## src/rtl/bf16_pkg.sv

```systemverilog
// Shared BFloat16 format constants and the packed result type used by the
// normalize/round datapath.
package bf16_pkg;

    localparam int BF16_W  = 16;
    localparam int EXP_W   = 8;
    localparam int FRAC_W  = 7;
    localparam int BIAS    = 127;
    localparam int EXP_MAX = 255;

    // Positions within the 11-bit normalized mantissa {hidden, frac[6:0], G, R, S}
    localparam int LSB_POS = 3;
    localparam int G_POS   = 2;
    localparam int R_POS   = 1;
    localparam int S_POS   = 0;

    typedef struct packed {
        logic              sign;
        logic [EXP_W-1:0]  exp;
        logic [FRAC_W-1:0] frac;
    } bf16_t;

endpackage

```

## src/rtl/bf16_round.sv

```systemverilog
// Combinational round-to-nearest-even and bf16 pack with overflow/underflow
// classification. Gradual underflow is enabled by BF16_NORM_SUBNORM_EN.
module bf16_round
    import bf16_pkg::*;
#(
    parameter int EW = 11
) (
    input  logic                 sign_i,
    input  logic signed [EW-1:0] exp_i,
    input  logic [10:0]          n_i,
    input  logic                 zero_i,
    output logic [BF16_W-1:0]    res_o,
    output logic                 ovf_o,
    output logic                 unf_o,
    output logic                 zero_o
);

    logic                 rnd_up_s;
    logic [FRAC_W:0]      sum_s;
    logic signed [EW-1:0] exp_r_s;
    logic                 tiny_s;
    bf16_t                res_s;
`ifdef BF16_NORM_SUBNORM_EN
    logic [EW-1:0]        sh_full_s;
    logic [3:0]           shamt_s;
    logic [10:0]          n_sh_s;
    logic [10:0]          n_sub_s;
    logic                 lost_s;
    logic                 rnd_sub_s;
    logic [7:0]           sum_sub_s;
`else
    logic                 unused_s;
    assign unused_s = n_i[10];
`endif

    assign res_o = res_s;

    // Classify, round and pack one result
    always_comb begin
        res_s    = '0;
        ovf_o    = 1'b0;
        unf_o    = 1'b0;
        zero_o   = 1'b0;
        rnd_up_s = n_i[G_POS] & (n_i[R_POS] | n_i[S_POS] | n_i[LSB_POS]);
        // A carry out of the 7-bit fraction leaves it at zero and bumps the exponent
        sum_s    = {1'b0, n_i[9:3]} + {7'd0, rnd_up_s};
        exp_r_s  = sum_s[FRAC_W] ? (exp_i + EW'(1)) : exp_i;
        tiny_s   = exp_i[EW-1] | (exp_i == '0);
`ifdef BF16_NORM_SUBNORM_EN
        sh_full_s = EW'(1) - exp_i;
        shamt_s   = (sh_full_s >= EW'(12)) ? 4'd12 : sh_full_s[3:0];
        n_sh_s    = n_i >> shamt_s;
        lost_s    = ((n_sh_s << shamt_s) != n_i);
        n_sub_s   = {n_sh_s[10:1], n_sh_s[0] | lost_s};
        rnd_sub_s = n_sub_s[G_POS] & (n_sub_s[R_POS] | n_sub_s[S_POS] | n_sub_s[LSB_POS]);
        sum_sub_s = n_sub_s[10:3] + {7'd0, rnd_sub_s};
`endif
        if (zero_i) begin
            res_s.sign = sign_i;
            zero_o     = 1'b1;
        end else if (tiny_s) begin
            res_s.sign = sign_i;
`ifdef BF16_NORM_SUBNORM_EN
            // Rounding into the hidden bit promotes to the smallest normal
            res_s.exp  = {7'd0, sum_sub_s[7]};
            res_s.frac = sum_sub_s[6:0];
            unf_o      = (|n_sub_s[2:0]) | (sum_sub_s == 8'd0);
`else
            unf_o      = 1'b1;
`endif
        end else if (!exp_r_s[EW-1] && (exp_r_s >= EW'(EXP_MAX))) begin
            res_s.sign = sign_i;
            res_s.exp  = 8'hFF;
            ovf_o      = 1'b1;
        end else begin
            res_s.sign = sign_i;
            res_s.exp  = exp_r_s[EXP_W-1:0];
            res_s.frac = sum_s[FRAC_W-1:0];
        end
    end

endmodule

```

## src/rtl/lzc.sv

```systemverilog
// Tree leading-zero counter: recursively splits the word in halves.
// W must be a power of two, at least 2; an all-zero input yields W.
module lzc #(
    parameter  int W  = 16,
    localparam int CW = $clog2(W + 1)
) (
    input  logic [W-1:0]  x_i,
    output logic [CW-1:0] cnt_o
);

    generate
        if (W == 2) begin : g_leaf
            // Two-bit leaf count
            always_comb begin
                if (x_i[1]) begin
                    cnt_o = 2'd0;
                end else if (x_i[0]) begin
                    cnt_o = 2'd1;
                end else begin
                    cnt_o = 2'd2;
                end
            end
        end else begin : g_node
            localparam int HW = $clog2(W / 2 + 1);
            logic [HW-1:0] cnt_hi_s;
            logic [HW-1:0] cnt_lo_s;

            lzc #(.W(W / 2)) u_hi (.x_i(x_i[W-1:W/2]), .cnt_o(cnt_hi_s));
            lzc #(.W(W / 2)) u_lo (.x_i(x_i[W/2-1:0]), .cnt_o(cnt_lo_s));

            // Upper half all-zero is signalled by its count MSB alone
            always_comb begin
                if (cnt_hi_s[HW-1]) begin
                    cnt_o = {1'b0, cnt_lo_s} + CW'(W / 2);
                end else begin
                    cnt_o = {1'b0, cnt_hi_s};
                end
            end
        end
    endgenerate

endmodule

```

## src/rtl/bf16_norm.sv

```systemverilog
// Two-stage normalize-and-round stage for the bf16 add/sub datapath.
// Optional gradual underflow: define BF16_NORM_SUBNORM_EN.
module bf16_norm
    import bf16_pkg::*;
#(
    parameter int M_W = 12,
    parameter int L_W = 16,
    parameter int E_W = 9
) (
    input  logic              clk,
    input  logic              rst,
    input  logic              in_valid_i,
    output logic              in_ready_o,
    input  logic              sign_i,
    input  logic [E_W-1:0]    exp_i,
    input  logic [M_W-1:0]    man_i,
    output logic              out_valid_o,
    input  logic              out_ready_i,
    output logic [BF16_W-1:0] res_o,
    output logic              ovf_o,
    output logic              unf_o,
    output logic              zero_o
);

    localparam int C_W = $clog2(L_W + 1);
    // Two spare bits so exp=511 with a carry cannot wrap negative
    localparam int X_W = E_W + 2;

    logic              rdy_en_q;
    logic              accept_s;
    logic              s1_adv_s;
    logic [C_W-1:0]    lzc_cnt_s;

    logic              s1_valid_q, s1_valid_d;
    logic              s1_sign_q,  s1_sign_d;
    logic [E_W-1:0]    s1_exp_q,   s1_exp_d;
    logic [M_W-1:0]    s1_man_q,   s1_man_d;
    logic [C_W-1:0]    s1_cnt_q,   s1_cnt_d;

    logic [M_W-2:0]    n_s;
    logic signed [X_W-1:0] e_s;
    logic [BF16_W-1:0] rnd_res_s;
    logic              rnd_ovf_s, rnd_unf_s, rnd_zero_s;

    logic              out_valid_q, out_valid_d;
    logic [BF16_W-1:0] res_q,  res_d;
    logic              ovf_q,  ovf_d;
    logic              unf_q,  unf_d;
    logic              zero_q, zero_d;

    assign s1_adv_s    = s1_valid_q & (~out_valid_q | out_ready_i);
    assign in_ready_o  = rdy_en_q & (~s1_valid_q | s1_adv_s);
    assign accept_s    = in_valid_i & in_ready_o;
    assign out_valid_o = out_valid_q;
    assign res_o       = res_q;
    assign ovf_o       = ovf_q;
    assign unf_o       = unf_q;
    assign zero_o      = zero_q;

    lzc #(.W(L_W)) u_lzc (
        .x_i   ({man_i, {(L_W - M_W){1'b0}}}),
        .cnt_o (lzc_cnt_s)
    );

    // Stage 1 next state: capture on accept, clear once advanced
    always_comb begin
        s1_valid_d = accept_s | (s1_valid_q & ~s1_adv_s);
        if (accept_s) begin
            s1_sign_d = sign_i;
            s1_exp_d  = exp_i;
            s1_man_d  = man_i;
            s1_cnt_d  = lzc_cnt_s;
        end else begin
            s1_sign_d = s1_sign_q;
            s1_exp_d  = s1_exp_q;
            s1_man_d  = s1_man_q;
            s1_cnt_d  = s1_cnt_q;
        end
    end

    // Normalizing shift and exponent adjust for the stage-1 operand
    always_comb begin
        e_s = X_W'(s1_exp_q) + X_W'(1) - X_W'(s1_cnt_q);
        if (s1_cnt_q == '0) begin
            n_s = {s1_man_q[M_W-1:2], s1_man_q[1] | s1_man_q[0]};
        end else begin
            n_s = (M_W - 1)'(s1_man_q << (s1_cnt_q - C_W'(1)));
        end
    end

    bf16_round #(.EW(X_W)) u_round (
        .sign_i (s1_sign_q),
        .exp_i  (e_s),
        .n_i    (n_s),
        .zero_i (s1_man_q == '0),
        .res_o  (rnd_res_s),
        .ovf_o  (rnd_ovf_s),
        .unf_o  (rnd_unf_s),
        .zero_o (rnd_zero_s)
    );

    // Stage 2 next state: results held while the consumer stalls
    always_comb begin
        out_valid_d = s1_adv_s | (out_valid_q & ~out_ready_i);
        if (s1_adv_s) begin
            res_d  = rnd_res_s;
            ovf_d  = rnd_ovf_s;
            unf_d  = rnd_unf_s;
            zero_d = rnd_zero_s;
        end else begin
            res_d  = res_q;
            ovf_d  = ovf_q;
            unf_d  = unf_q;
            zero_d = zero_q;
        end
    end

    // Pipeline registers and the post-reset ready enable
    always_ff @(posedge clk or posedge rst) begin
        if (rst) begin
            rdy_en_q    <= 1'b0;
            s1_valid_q  <= 1'b0;
            s1_sign_q   <= 1'b0;
            s1_exp_q    <= '0;
            s1_man_q    <= '0;
            s1_cnt_q    <= '0;
            out_valid_q <= 1'b0;
            res_q       <= '0;
            ovf_q       <= 1'b0;
            unf_q       <= 1'b0;
            zero_q      <= 1'b0;
        end else begin
            rdy_en_q    <= 1'b1;
            s1_valid_q  <= s1_valid_d;
            s1_sign_q   <= s1_sign_d;
            s1_exp_q    <= s1_exp_d;
            s1_man_q    <= s1_man_d;
            s1_cnt_q    <= s1_cnt_d;
            out_valid_q <= out_valid_d;
            res_q       <= res_d;
            ovf_q       <= ovf_d;
            unf_q       <= unf_d;
            zero_q      <= zero_d;
        end
    end

endmodule
```

## config.mk

```make
export PLATFORM = sky130hd
export DESIGN_NAME = bf16_norm
export DESIGN_NICKNAME = d
export VERILOG_FILES = /design/src/rtl/bf16_pkg.sv /design/src/rtl/bf16_round.sv /design/src/rtl/lzc.sv /design/src/rtl/bf16_norm.sv
export SDC_FILE = /design/constraint.sdc
export NUM_CORES = 1
export LEC_CHECK = 0
export CAP_MARGIN = 20
export CORE_ASPECT_RATIO = 0.8
export CORE_UTILIZATION = 45
export DETAILED_ROUTE_END_ITERATION = 10
export GPL_TIMING_DRIVEN = 1
export PLACE_DENSITY = 0.67
export SLEW_MARGIN = 20
export SYNTH_ARGS = -nofsm -noshare
export SYNTH_HDL_FRONTEND = slang
export SYNTH_SLANG_ARGS = --single-unit
export TNS_END_PERCENT = 5
```

## constraint.sdc

```tcl
create_clock -name clk -period 7.22 [get_ports clk]
set_clock_uncertainty 0.1 [all_clocks]
set_input_delay 1.805 -clock clk [delete_from_list [all_inputs] [get_ports clk]]
set_output_delay 1.805 -clock clk [all_outputs]
set_load 0.005 [all_outputs]
```

==> flow_summary.json, run 1 <==
{
  "status": "completed",
  "dpl_cell_area_mm2": 0.00431,
  "grt_pass1_vias": 3114,
  "maxCapViolCount": 0,
  "drtAntennaViolNets": 0,
  "rows": 29,
  "first_pass_iters": 4,
  "powerDensity_mw_per_mm2": 305,
  "critPathCaptureType": "register",
  "seq_area_frac_synth": 0.321,
  "synth_compound_area_frac": 0.206,
  "hold_violations": 0,
  "synthAdderAreaFrac": 0.0675,
  "synthFlopType": "dfrtp_1",
  "grt_overflow": 0,
  "min_period_ps": 5360,
  "arrival_ps": 5480,
  "fin_ws_ps": 1860,
  "dieArea_mm2": 0.00887,
  "muxShareOfSynthArea": 0.128,
  "cts-htree-levels": 2,
  "synth_xor_area_frac": 0.0386,
  "wl_met2_um": 4090,
  "postLayoutCellArea_mm2": 0.00443,
  "port_buffers": 46,
  "holdPathStages": 2,
  "ys_ff_latch": 49,
  "antenna_cells": 0,
  "pin_count": 47,
  "finalPower_mw": 1.35,
  "r2r-start": "s1_cnt_q[0]",
  "reg2reg_to": "res_o[9]",
  "cts-root-buf": "clkbuf_8",
  "gp_congestion": 0.873,
  "synth_top_cell_by_area": "dfrtp_1",
  "r2r_setup_slack_ps": 1860,
  "p_leak_nw": 1.81,
  "avgRoutedWirePerCell_um": 16.3,
  "antenna_found_initial": 0,
  "vias_per_cell": 5.87,
  "cts_tree": "built",
  "synth-simple-area-share": 0.182,
  "initial_core_util": 0.472,
  "clockBufferDepth": 2,
  "met3WireLength_um": 461,
  "ys_warn_count": 0,
  "hp-class": "register to register",
  "post_cts_buffers": 0,
  "synth_top_area_frac": 0.321,
  "worstPathRequired_ps": 7340,
  "area_delta_synth_final_pct": 16.0,
  "syn-num-nets": 455,
  "startpoint_type": "register",
  "grt_first_pass_wirelength_um": 15100,
  "crit_type": "register to register",
  "routed_wl_um": 9010,
  "yosys.cell_types.count": 74,
  "path_max_fanout": 17,
  "ff2ff_path_depth": 17,
  "numCtsBuffers": 5,
  "syn_area_mm2": 0.00382,
  "synthTopCellsByArea": "dfrtp_1 (32%), mux2_2 (7.4%), ha_1 (6.2%)",
  "synth_top_family_by_area": "compound AO/OA/AOI/OAI gates",
  "m1WireLength_um": 4320,
  "syn_inst": 409,
  "async_flop_share": 1.00,
  "nNetsFinal": 490,
  "cts_hold_buffers": 0,
  "hp-start": "ovf_o",
  "worst_slew_pin_slew_ps": 871,
  "fmax_ghz": 0.187,
  "route.vias.total": 3248,
  "cts_resized": 0,
  "finalSetupViolations": 0,
  "avgSynthCellArea_um2": 9.34,
  "synthTopCellsByCount": "dfrtp_1 (49), nand2_1 (44), inv_1 (27)",
  "synth_edf_count": 0,
  "fp.coreArea_mm2": 0.00809,
  "drv_slew": 0,
  "grt_start_max_net_pins": 50,
  "dp_hpwl_um": 6730,
  "top_layer": "met4",
  "vdd_drop_max_mv": 0.119,
  "die_h_um": 84.4,
  "clk_latency_ps": 310,
  "drc": 0,
  "slew_headroom": 0.419,
  "synth.most_common_cell": "dfrtp_1",
  "rsz0062_at_grt": "no",
  "cts_sinks": 49,
  "path_clk_slew_ps": 90,
  "final_core_util": 0.548,
  "grt_usage": 0.213,
  "drive_gt1_frac": 0.117,
  "drt_iter0_drc": 199,
  "die_w_um": 105,
  "hold_end": "ovf_o",
  "detailedPlace.worstSlack_ps": 1960,
  "tns_ps": 0,
  "finalCritPeriodShare": 0.742
}
critical path: stages (launching register included):
cell and delay, ps:
dfrtp_1 690, inv_1 160, ha_1 320, or2_1 230, a221oi_1 520, nor2_1 190, a2111oi_0 350, a21oi_1 110
o31ai_1 110, o22ai_1 140, nor2_1 120, ha_1 160, a21boi_0 420, and3_1 490, a31oi_1 140, and3b_1 540
a21oi_1 210, o31ai_1 250
where the power goes:
group	switching (mW)	leakage, nW	internal [mW]
sequential	0.0570	0.602	0.343
clock	0.0960	0.0585	0.113
combinational	0.391	1.15	0.350
total	0.544	1.81	0.806
final cells by class:
type                    instances  area [um^2]
multi-input cells             314         2380
repair buffers                 47          468
well taps                     108          135
clock buffers                   7         86.3
clock inverters                 1         30.0
flip-flops and latches         49         1230
inverters                      27          103
fillers                       751         3660
cell families after synthesis:
family / after synthesis
mux: 38
xor+xnor: 16
simple gates: 133
compound gates: 106
other cells: 1
buf+inv: 46
fa+ha+maj: 20
flops: 49
how the worst max path moves through the flow:
stage	cells after the start	slack (ps)	from	to
floorplan	20	2970	s1_cnt_q[0]	res_o[5]
global placement	17	2190	s1_cnt_q[0]	ovf_o
detailed placement	17	1960	s1_cnt_q[0]	res_o[9]
CTS	17	1920	s1_cnt_q[0]	res_o[9]
global route	17	1240	s1_cnt_q[0]	res_o[9]
finish	17	1860	s1_cnt_q[0]	res_o[9]
sequential cells by signal, indices dropped and copies added, names as in the netlist:
register and count:
unf_o 1, ovf_o 1, rdy_en_q 1, s1_exp_q 9
zero_o 1, res_o 16, s1_sign_q 1, out_valid_o 1
s1_cnt_q 5, s1_valid_q 1, s1_man_q 12
through the flow:
step,hold slack (ps),cells
finish,383,553
global route,419,553
CTS,391,553
detailed placement,370,545
global placement,363,545
floorplan,357,409
metal layers:
metal / track usage / vias to the layer above
li1: - / 1601
met3: 0.0334 / 12
met1: 0.298 / 1556
met4: 0.0717 / 0
met5: 0 / -
met2: 0.338 / 79
placed cells by master, fill, tap and decap left out, drive strengths merged, types with 11 or more instances in the layout:
cell	instances
dfrtp	49
clkdlybuf4s50	46
nand2	44
inv	26
mux2	25
nor2	21
a21oi	21
ha	19
o31ai	16
o21ai	13
xnor2	12
nand3	11
Note: power is estimated with default switching activity, not from simulation.
==> inputs of run 2 (changes only) <==
--- a/config.mk
+++ b/config.mk
@@ -10,7 +10,7 @@
 export CORE_UTILIZATION = 45
 export DETAILED_ROUTE_END_ITERATION = 10
 export GPL_TIMING_DRIVEN = 1
-export PLACE_DENSITY = 0.67
+export PLACE_DENSITY = 0.69
 export SLEW_MARGIN = 20
 export SYNTH_ARGS = -nofsm -noshare
 export SYNTH_HDL_FRONTEND = slang
==> constraint.sdc (replaced) <==
create_clock -name clk -period 4.7 [get_ports clk]
set_clock_uncertainty 0.1 [all_clocks]
set_input_delay 1.175 -clock clk [delete_from_list [all_inputs] [get_ports clk]]
set_output_delay 1.175 -clock clk [all_outputs]
set_load 0.005 [all_outputs]
==> run 2 against run 1 <==
Effect of this change: sequential share of layout area down 0.48 points; critical path type unchanged; final cell count up 1.6%; die area unchanged; global-route usage up 0.49 points; final area up 1.8%; hold slack worse by 1.7 ps; flip-flop and latch count unchanged; count of clock-buffer cells in the layout down 2; first-iteration DRC count up 4.0%; clock power up 48%; worst setup slack worse by 1600 ps; utilization up 0.97 points.
==> flow_summary.json, run 2 (synthesized netlist as in run 1, its figures left out) <==
{
  "grt_pass1_vias": 3296,
  "drc": 0,
  "fin_ws_ps": 239,
  "crit_type": "register to register",
  "drv_slew": 0,
  "tns_ps": 0,
  "fmax_ghz": 0.224,
  "layout_commonest_cell": "dfrtp_1",
  "cts-root-buf": "clkbuf_8",
  "finalPower_mw": 2.10,
  "worst_slew_pin_slew_ps": 850,
  "avgRoutedWirePerCell_um": 16.5,
  "detailedPlace.worstSlack_ps": -37.1,
  "critPathCaptureType": "register",
  "worstPathRequired_ps": 4780,
  "drive_gt1_frac": 0.143,
  "cts-htree-levels": 2,
  "min_period_ps": 4460,
  "dieArea_mm2": 0.00887,
  "final_cell_mix": "dfrtp_1 (49), clkdlybuf4s50_1 (46), nand2_1 (44)",
  "vdd_drop_max_mv": 0.203,
  "path_clk_slew_ps": 100,
  "maxCapViolCount": 0,
  "largest_register_ffs": 16,
  "finalCritPeriodShare": 0.949,
  "fill_cells": 744,
  "whs_ps": 381,
  "arrival_ps": 4540,
  "path_cells": "inv_1 > ha_1 > or2_1 > a221oi_2 > nor2_1 > a2111oi_0 > a21oi_1 > o31ai_1 > o22ai_1 > nor2_1 > ha_1 > a21boi_2 > nand3_2 > o311ai_1 > o211ai_1 > buf_4 > nand3_1 > o311ai_1",
  "die_h_um": 84.4,
  "status": "completed",
  "fp.coreArea_mm2": 0.00809,
  "vias_per_cell": 5.96,
  "route.vias.total": 3348,
  "port_buffers": 46,
  "powerDensity_mw_per_mm2": 466,
  "postLayoutCellArea_mm2": 0.00451,
  "fin_cells": 562,
  "grt_usage": 0.218,
  "area_delta_synth_final_pct": 18.0,
  "drtAntennaViolNets": 0,
  "clk_latency_ps": 310,
  "pin_count": 47,
  "cts_sinks": 49,
  "first_pass_iters": 5,
  "cts_tree": "built",
  "cpPeakStageDelay_ps": 430,
  "finalSetupViolations": 0,
  "path_max_fanout": 9,
  "hp-class": "register to register",
  "p_leak_nw": 1.85,
  "cpMaxStageDelayCell": "o311ai_1",
  "dp_hpwl_um": 7080,
  "crit_family": "compound AO/OA/AOI/OAI gates",
  "final_core_util": 0.557,
  "antenna_found_initial": 0,
  "clockBufferDepth": 2,
  "grt_overflow": 0,
  "gp_congestion": 0.868,
  "hold_violations": 0,
  "routed_wl_um": 9280,
  "cts_hold_buffers": 0,
  "die_w_um": 105,
  "nNetsFinal": 499,
  "initial_core_util": 0.472,
  "path_buf_inv": 2,
  "rows": 29,
  "numCtsBuffers": 5,
  "grt_first_pass_wirelength_um": 15800,
  "startpoint_type": "register",
  "antenna_cells": 0,
  "drt_iter0_drc": 207,
  "dp_cells": 553,
  "dpl_cell_area_mm2": 0.00437,
  "slew_headroom": 0.432,
  "grt_start_max_net_pins": 50
}
## run 2: timing repair
action,CTS,global route
gates resized for setup,1,4
buffers inserted,0,1
endpoints found under the setup margin,10,16
## run 2: layout make-up
type	count	area (um^2)	area share
inverter	27	103	0.0227
tap	108	135	0.0300
timing repair buffer	56	536	0.119
sequential	49	1230	0.272
multi-input combinational	314	2400	0.531
clock buffer	5	68.8	0.0153
clock inverter	3	46.3	0.0103
## run 2: path summary, 6_finish.rpt
kind | end | cells after the start | from | slack, ps
worst min register to register | res_o[5] | 2 | res_o[5] | 380
worst max register to register | res_o[6] | 18 | s1_cnt_q[1] | 240
worst max-delay path | res_o[6] | 18 | s1_cnt_q[1] | 240
max in group asynchronous | s1_exp_q[0] | 2 | rst | 2770
worst min-delay path | res_o[5] | 2 | res_o[5] | 380
min in group asynchronous | zero_o | 2 | rst | 1230
## run 2: tightest hold or removal path, stage by stage (launching register included)
cell and delay [ps]:
dfrtp_1 350, nand2_1 60, o41ai_2 40
## run 2: routing by layer
layer  vias to the layer above  GRT usage  wire length (um)
li1                       1618          -                 -
met4                         0     0.0615               103
met5                         -          0                 0
met1                      1622      0.293              4360
met3                        15     0.0272               440
met2                        93      0.372              4380
## run 2: report_power, final
part	leakage, nW	switching [mW]	total [mW]	internal (mW)
logic	1.20	0.617	1.18	0.567
clock network	0.0543	0.150	0.310	0.160
registers	0.602	0.0813	0.609	0.528
total	1.85	0.848	2.10	1.25
==> inputs of run 3 (changes only) <==
--- a/config.mk
+++ b/config.mk
@@ -7,6 +7,7 @@
 export LEC_CHECK = 0
 export CAP_MARGIN = 20
 export CORE_ASPECT_RATIO = 0.8
+export CORE_MARGIN = 1
 export CORE_UTILIZATION = 45
 export DETAILED_ROUTE_END_ITERATION = 10
 export GPL_TIMING_DRIVEN = 1
==> results of run 3 <==
Final layout, timing and power as in run 2 (identical DEF).
